--- src/rtl/axi_rd_arbiter.sv ---
`default_nettype none
// ============================================================================
// Module      : axi_rd_arbiter
// Description : Two-master round-robin arbiter for single-beat AXI reads (AR/R)
//               onto one bridge read port, one transaction in flight.
// Revision    : 1.0 - initial release
// ============================================================================
module axi_rd_arbiter #(
    parameter int ADDR_W = 32,
    parameter int DATA_W = 32
) (
    input  logic              clk,
    input  logic              resetn,
    // master 0
    input  logic [ADDR_W-1:0] m0_araddr,
    input  logic              m0_arvalid,
    output logic              m0_arready,
    output logic [DATA_W-1:0] m0_rdata,
    output logic [1:0]        m0_rresp,
    output logic              m0_rvalid,
    input  logic              m0_rready,
    // master 1
    input  logic [ADDR_W-1:0] m1_araddr,
    input  logic              m1_arvalid,
    output logic              m1_arready,
    output logic [DATA_W-1:0] m1_rdata,
    output logic [1:0]        m1_rresp,
    output logic              m1_rvalid,
    input  logic              m1_rready,
    // bridge side
    output logic [ADDR_W-1:0] s_araddr,
    output logic              s_arvalid,
    input  logic              s_arready,
    input  logic [DATA_W-1:0] s_rdata,
    input  logic [1:0]        s_rresp,
    input  logic              s_rvalid,
    output logic              s_rready,
    output logic [1:0]        gnt
);

    typedef enum logic [1:0] {
        ST_IDLE = 2'd0,
        ST_ADDR = 2'd1,
        ST_DATA = 2'd2
    } state_t;

    state_t            r_state;
    state_t            w_state_nxt;
    logic              r_last;
    logic              w_last_nxt;
    logic [1:0]        r_gnt;
    logic [1:0]        w_gnt_nxt;
    logic [ADDR_W-1:0] r_araddr;
    logic [ADDR_W-1:0] w_araddr_nxt;

    logic w_req;
    logic w_pick1;
    logic w_owner_rready;

    // m1 wins when it is the only requester, or on a tie when m0 went last
    assign w_req          = m0_arvalid | m1_arvalid;
    assign w_pick1        = m1_arvalid & (~m0_arvalid | ~r_last);
    assign w_owner_rready = r_gnt[1] ? m1_rready : m0_rready;

    always_ff @(posedge clk) begin
        if (!resetn) begin
            r_state  <= ST_IDLE;
            r_last   <= 1'b1;
            r_gnt    <= 2'b00;
            r_araddr <= '0;
        end else begin
            r_state  <= w_state_nxt;
            r_last   <= w_last_nxt;
            r_gnt    <= w_gnt_nxt;
            r_araddr <= w_araddr_nxt;
        end
    end

    always_comb begin
        w_state_nxt  = r_state;
        w_last_nxt   = r_last;
        w_gnt_nxt    = r_gnt;
        w_araddr_nxt = r_araddr;
        m0_arready   = 1'b0;
        m1_arready   = 1'b0;
        s_arvalid    = 1'b0;
        s_rready     = 1'b0;
        m0_rvalid    = 1'b0;
        m1_rvalid    = 1'b0;

        case (r_state)
            ST_IDLE: begin
                m1_arready = w_pick1;
                m0_arready = m0_arvalid & ~w_pick1;
                if (w_req) begin
                    w_state_nxt  = ST_ADDR;
                    w_gnt_nxt    = w_pick1 ? 2'b10 : 2'b01;
                    w_araddr_nxt = w_pick1 ? m1_araddr : m0_araddr;
                end
            end
            ST_ADDR: begin
                s_arvalid = 1'b1;
                if (s_arready) begin
                    w_state_nxt = ST_DATA;
                end
            end
            ST_DATA: begin
                s_rready  = w_owner_rready;
                m0_rvalid = r_gnt[0] & s_rvalid;
                m1_rvalid = r_gnt[1] & s_rvalid;
                if (s_rvalid && w_owner_rready) begin
                    w_last_nxt  = r_gnt[1];
                    w_gnt_nxt   = 2'b00;
                    w_state_nxt = ST_IDLE;
                end
            end
            default: begin
                w_state_nxt = ST_IDLE;
            end
        endcase
    end

    // read data/response are broadcast; only rvalid is steered
    assign m0_rdata = s_rdata;
    assign m0_rresp = s_rresp;
    assign m1_rdata = s_rdata;
    assign m1_rresp = s_rresp;
    assign s_araddr = r_araddr;
    assign gnt      = r_gnt;

endmodule
`default_nettype wire

--- config.mk ---
export PLATFORM = sky130hd
export DESIGN_NAME = axi_rd_arbiter
export DESIGN_NICKNAME = d
export VERILOG_FILES = /design/src/rtl/axi_rd_arbiter.sv
export SDC_FILE = /design/constraint.sdc
export NUM_CORES = 1
export LEC_CHECK = 0
export CAP_MARGIN = 20
export CELL_PAD_IN_SITES_DETAIL_PLACEMENT = 1
export CELL_PAD_IN_SITES_GLOBAL_PLACEMENT = 1
export CORE_MARGIN = 1.5
export CORE_UTILIZATION = 21
export DETAILED_ROUTE_END_ITERATION = 6
export PLACE_DENSITY = 0.88
export SLEW_MARGIN = 10
export SYNTH_ARGS = -nofsm -noshare
export SYNTH_HDL_FRONTEND = slang
export SYNTH_SLANG_ARGS = --single-unit
--- constraint.sdc ---
create_clock -name clk -period 1.8 [get_ports clk]
set_input_delay 0.18 -clock clk [delete_from_list [all_inputs] [get_ports clk]]
set_output_delay 0.18 -clock clk [all_outputs]
set_load 0.01 [all_outputs]
==> flow_summary.json <==
{
  "vdd_ir_drop_max_mv": 0.440,
  "dpl.hpwl_um": 5360,
  "critPathArrivalTime_ns": 1.56,
  "place.gp.congestion": 0.717,
  "grt_pass1_wl_um": 10900,
  "vias": 2083,
  "final_cell_count_no_fill": 469,
  "finClkSkew_ns": 0.00402,
  "total_leakage_power_nw": 1.24,
  "htree_levels": 2,
  "clk_pin_slew_ns": 0.06,
  "ant_nets": 0,
  "cts_sinks": 37,
  "numCtsBuffers": 5,
  "viasPerCell": 4.44,
  "clk_latency_ns": 0.28,
  "grt-ovfl-total": 0,
  "areaGrowthSynthToFinish_pct": 40.2,
  "cts_root_buf": "clkbuf_16",
  "synth_cell_types": 30,
  "seq_area_frac_synth_pct": 30.6,
  "grt_use_total_pct": 11.7,
  "die_w_um": 110,
  "status": "complete, no violations",
  "worst-setup-path-type": "reg -> out",
  "avgSynthCellArea_sq_um": 8.49,
  "syn-cell-area_sq_um": 2420,
  "antenna_found_initial": 0,
  "io_buffers": 111,
  "core_sq_um": 11300,
  "dp_cells": 459,
  "die_y_um": 110,
  "dieArea_sq_um": 12200,
  "async_flop_share_pct": 0,
  "route.detailed.drc": 0,
  "synth_flop_cell": "dfxtp_1",
  "netlist_instances": 285,
  "io_pins": 214,
  "power_mw": 2.78,
  "cts_buffer_depth": 2,
  "hold_class": "in -> out",
  "first_pass_iters": 3,
  "period_minus_slack_ns": 1.74,
  "wl_per_cell_um": 15.4,
  "drv_slew": 0,
  "start_util_pct": 21.4,
  "max_freq_mhz": 575,
  "synth_fp_nets": 391,
  "dpl_cell_area_sq_um": 3200,
  "synth-edff-count": 0,
  "fin_crit_sh_pct": 96.6,
  "dp_slack_ns": -0.0732,
  "grt_max_degree": 36,
  "path_max_fanout": 6,
  "synth-seq-cells": 37,
  "final_area_sq_um": 3390,
  "fin_ws_ns": 0.0611,
  "powerDensity_nw_per_um2": 819,
  "crit_required_ns": 1.62,
  "start_kind": "flop",
  "setup_viol": 0,
  "drt_iter0_drc": 65,
  "yosysWarnings": 0,
  "num_antenna_cells": 0,
  "totalWireLength_um": 7220,
  "layout-drive-gt1-share_pct": 17.2,
  "whs_ns": 0.360,
  "layout.nets": 431,
  "cp-end-kind": "output port",
  "maxSlewHeadroom_pct": 62.1,
  "rows": 39,
  "finalHoldViolCount": 0,
  "cap_violations": 0,
  "tightest_slew_ns": 0.568,
  "grt_pass1_vias": 2168,
  "tritoncts": "yes"
}
sequential cells by signal (all words and copies together), names as in the netlist:
name      cells
gnt           2
r_last        1
r_state       2
s_araddr     32
area by class of cell:
class | count | area (sq um)
Sequential cell | 37 | 743
Inverter | 4 | 15.0
Timing Repair Buffer | 122 | 1230
Tap cell | 143 | 179
Fill cell | 1314 | 7930
Clock buffer | 7 | 153
Multi-Input combinational cell | 155 | 1060
Clock inverter | 1 | 5.00
through the flow:
step	util, %	TNS, ns
floorplan	-	0
global placement	28.3	-0.0447
detailed placement	28.3	-0.0732
CTS	29.8	0
global route	30.0	-0.0251
finish	30.0	0
cells by family after synthesis:
family                 share of synthesized area, %
and+or+nand+nor                                14.3
AOI/OAI and AO/OA                              28.3
buffers and inverters                          26.4
DFF                                            30.6
muxes                                         0.414
layer usage:
metal | global-route usage (%) | share of wire [%] | vias up
met5 | 0 | 0 | -
met4 | 5.04 | 2.6 | 0
met3 | 3.12 | 8.6 | 24
met2 | 20.2 | 47 | 91
met1 | 13.5 | 42 | 968
li1 | - | - | 1000
Yosys cell counts (2+ instances only):
library cell | count | area share [%]
buf_4 | 68 | 21
nand2_1 | 67 | 10
dfxtp_1 | 37 | 31
a21oi_1 | 33 | 6.8
a311oi_2 | 29 | 18
clkbuf_1 | 13 | 2.0
buf_6 | 4 | 1.9
nor2b_1 | 4 | 1.0
a311oi_1 | 3 | 1.1
buf_2 | 3 | 0.62
inv_1 | 3 | 0.47
and3_1 | 2 | 0.52
nand3_1 | 2 | 0.41
critical path, cell delays in order (launching register included):
cell and delay (ns):
dfxtp_2 0.37, nor2b_4 0.20, and3_1 0.17, clkdlybuf4s50_1 0.53
report_power, final:
part / internal [mW] / switching (mW) / total [mW]
combinational: 0.479 / 0.391 / 0.870
sequential: 0.919 / 0.0624 / 0.982
clock: 0.587 / 0.339 / 0.925
total: 1.98 / 0.792 / 2.78
cell usage in the layout (no fill, tap or decap), types with 3 or more instances in the layout:
master | synthesis | routed
nor2b_1 | 4 | 3
a311oi_1 | 3 | 3
clkdlybuf4s50_1 | 0 | 109
a311oi_2 | 29 | 29
buf_12 | 0 | 3
nand2_1 | 67 | 67
a21oi_1 | 33 | 33
clkbuf_16 | 0 | 5
dfxtp_1 | 37 | 35
buf_4 | 68 | 8
inv_1 | 3 | 3
repair_timing:
item / CTS / global route
hold buffers: 0 / 0
pin swaps: 0 / 1
buffers inserted: 0 / 2
resized for setup: 4 / 3
setup endpoints to repair: 4 / 3
hold endpoints to repair: 0 / 0
worst paths after layout:
check                    from            to  slack [ns]  cells after the start
setup / recovery   r_state[1]     m1_rvalid        0.06                      3
hold / removal    s_rdata[10]  m0_rdata[10]        0.36                      0
setup reg to reg       r_last   s_araddr[3]        0.41                      4
hold reg to reg        gnt[0]        gnt[0]        0.51                      2
No activity file was read; power rests on OpenSTA's default activity.
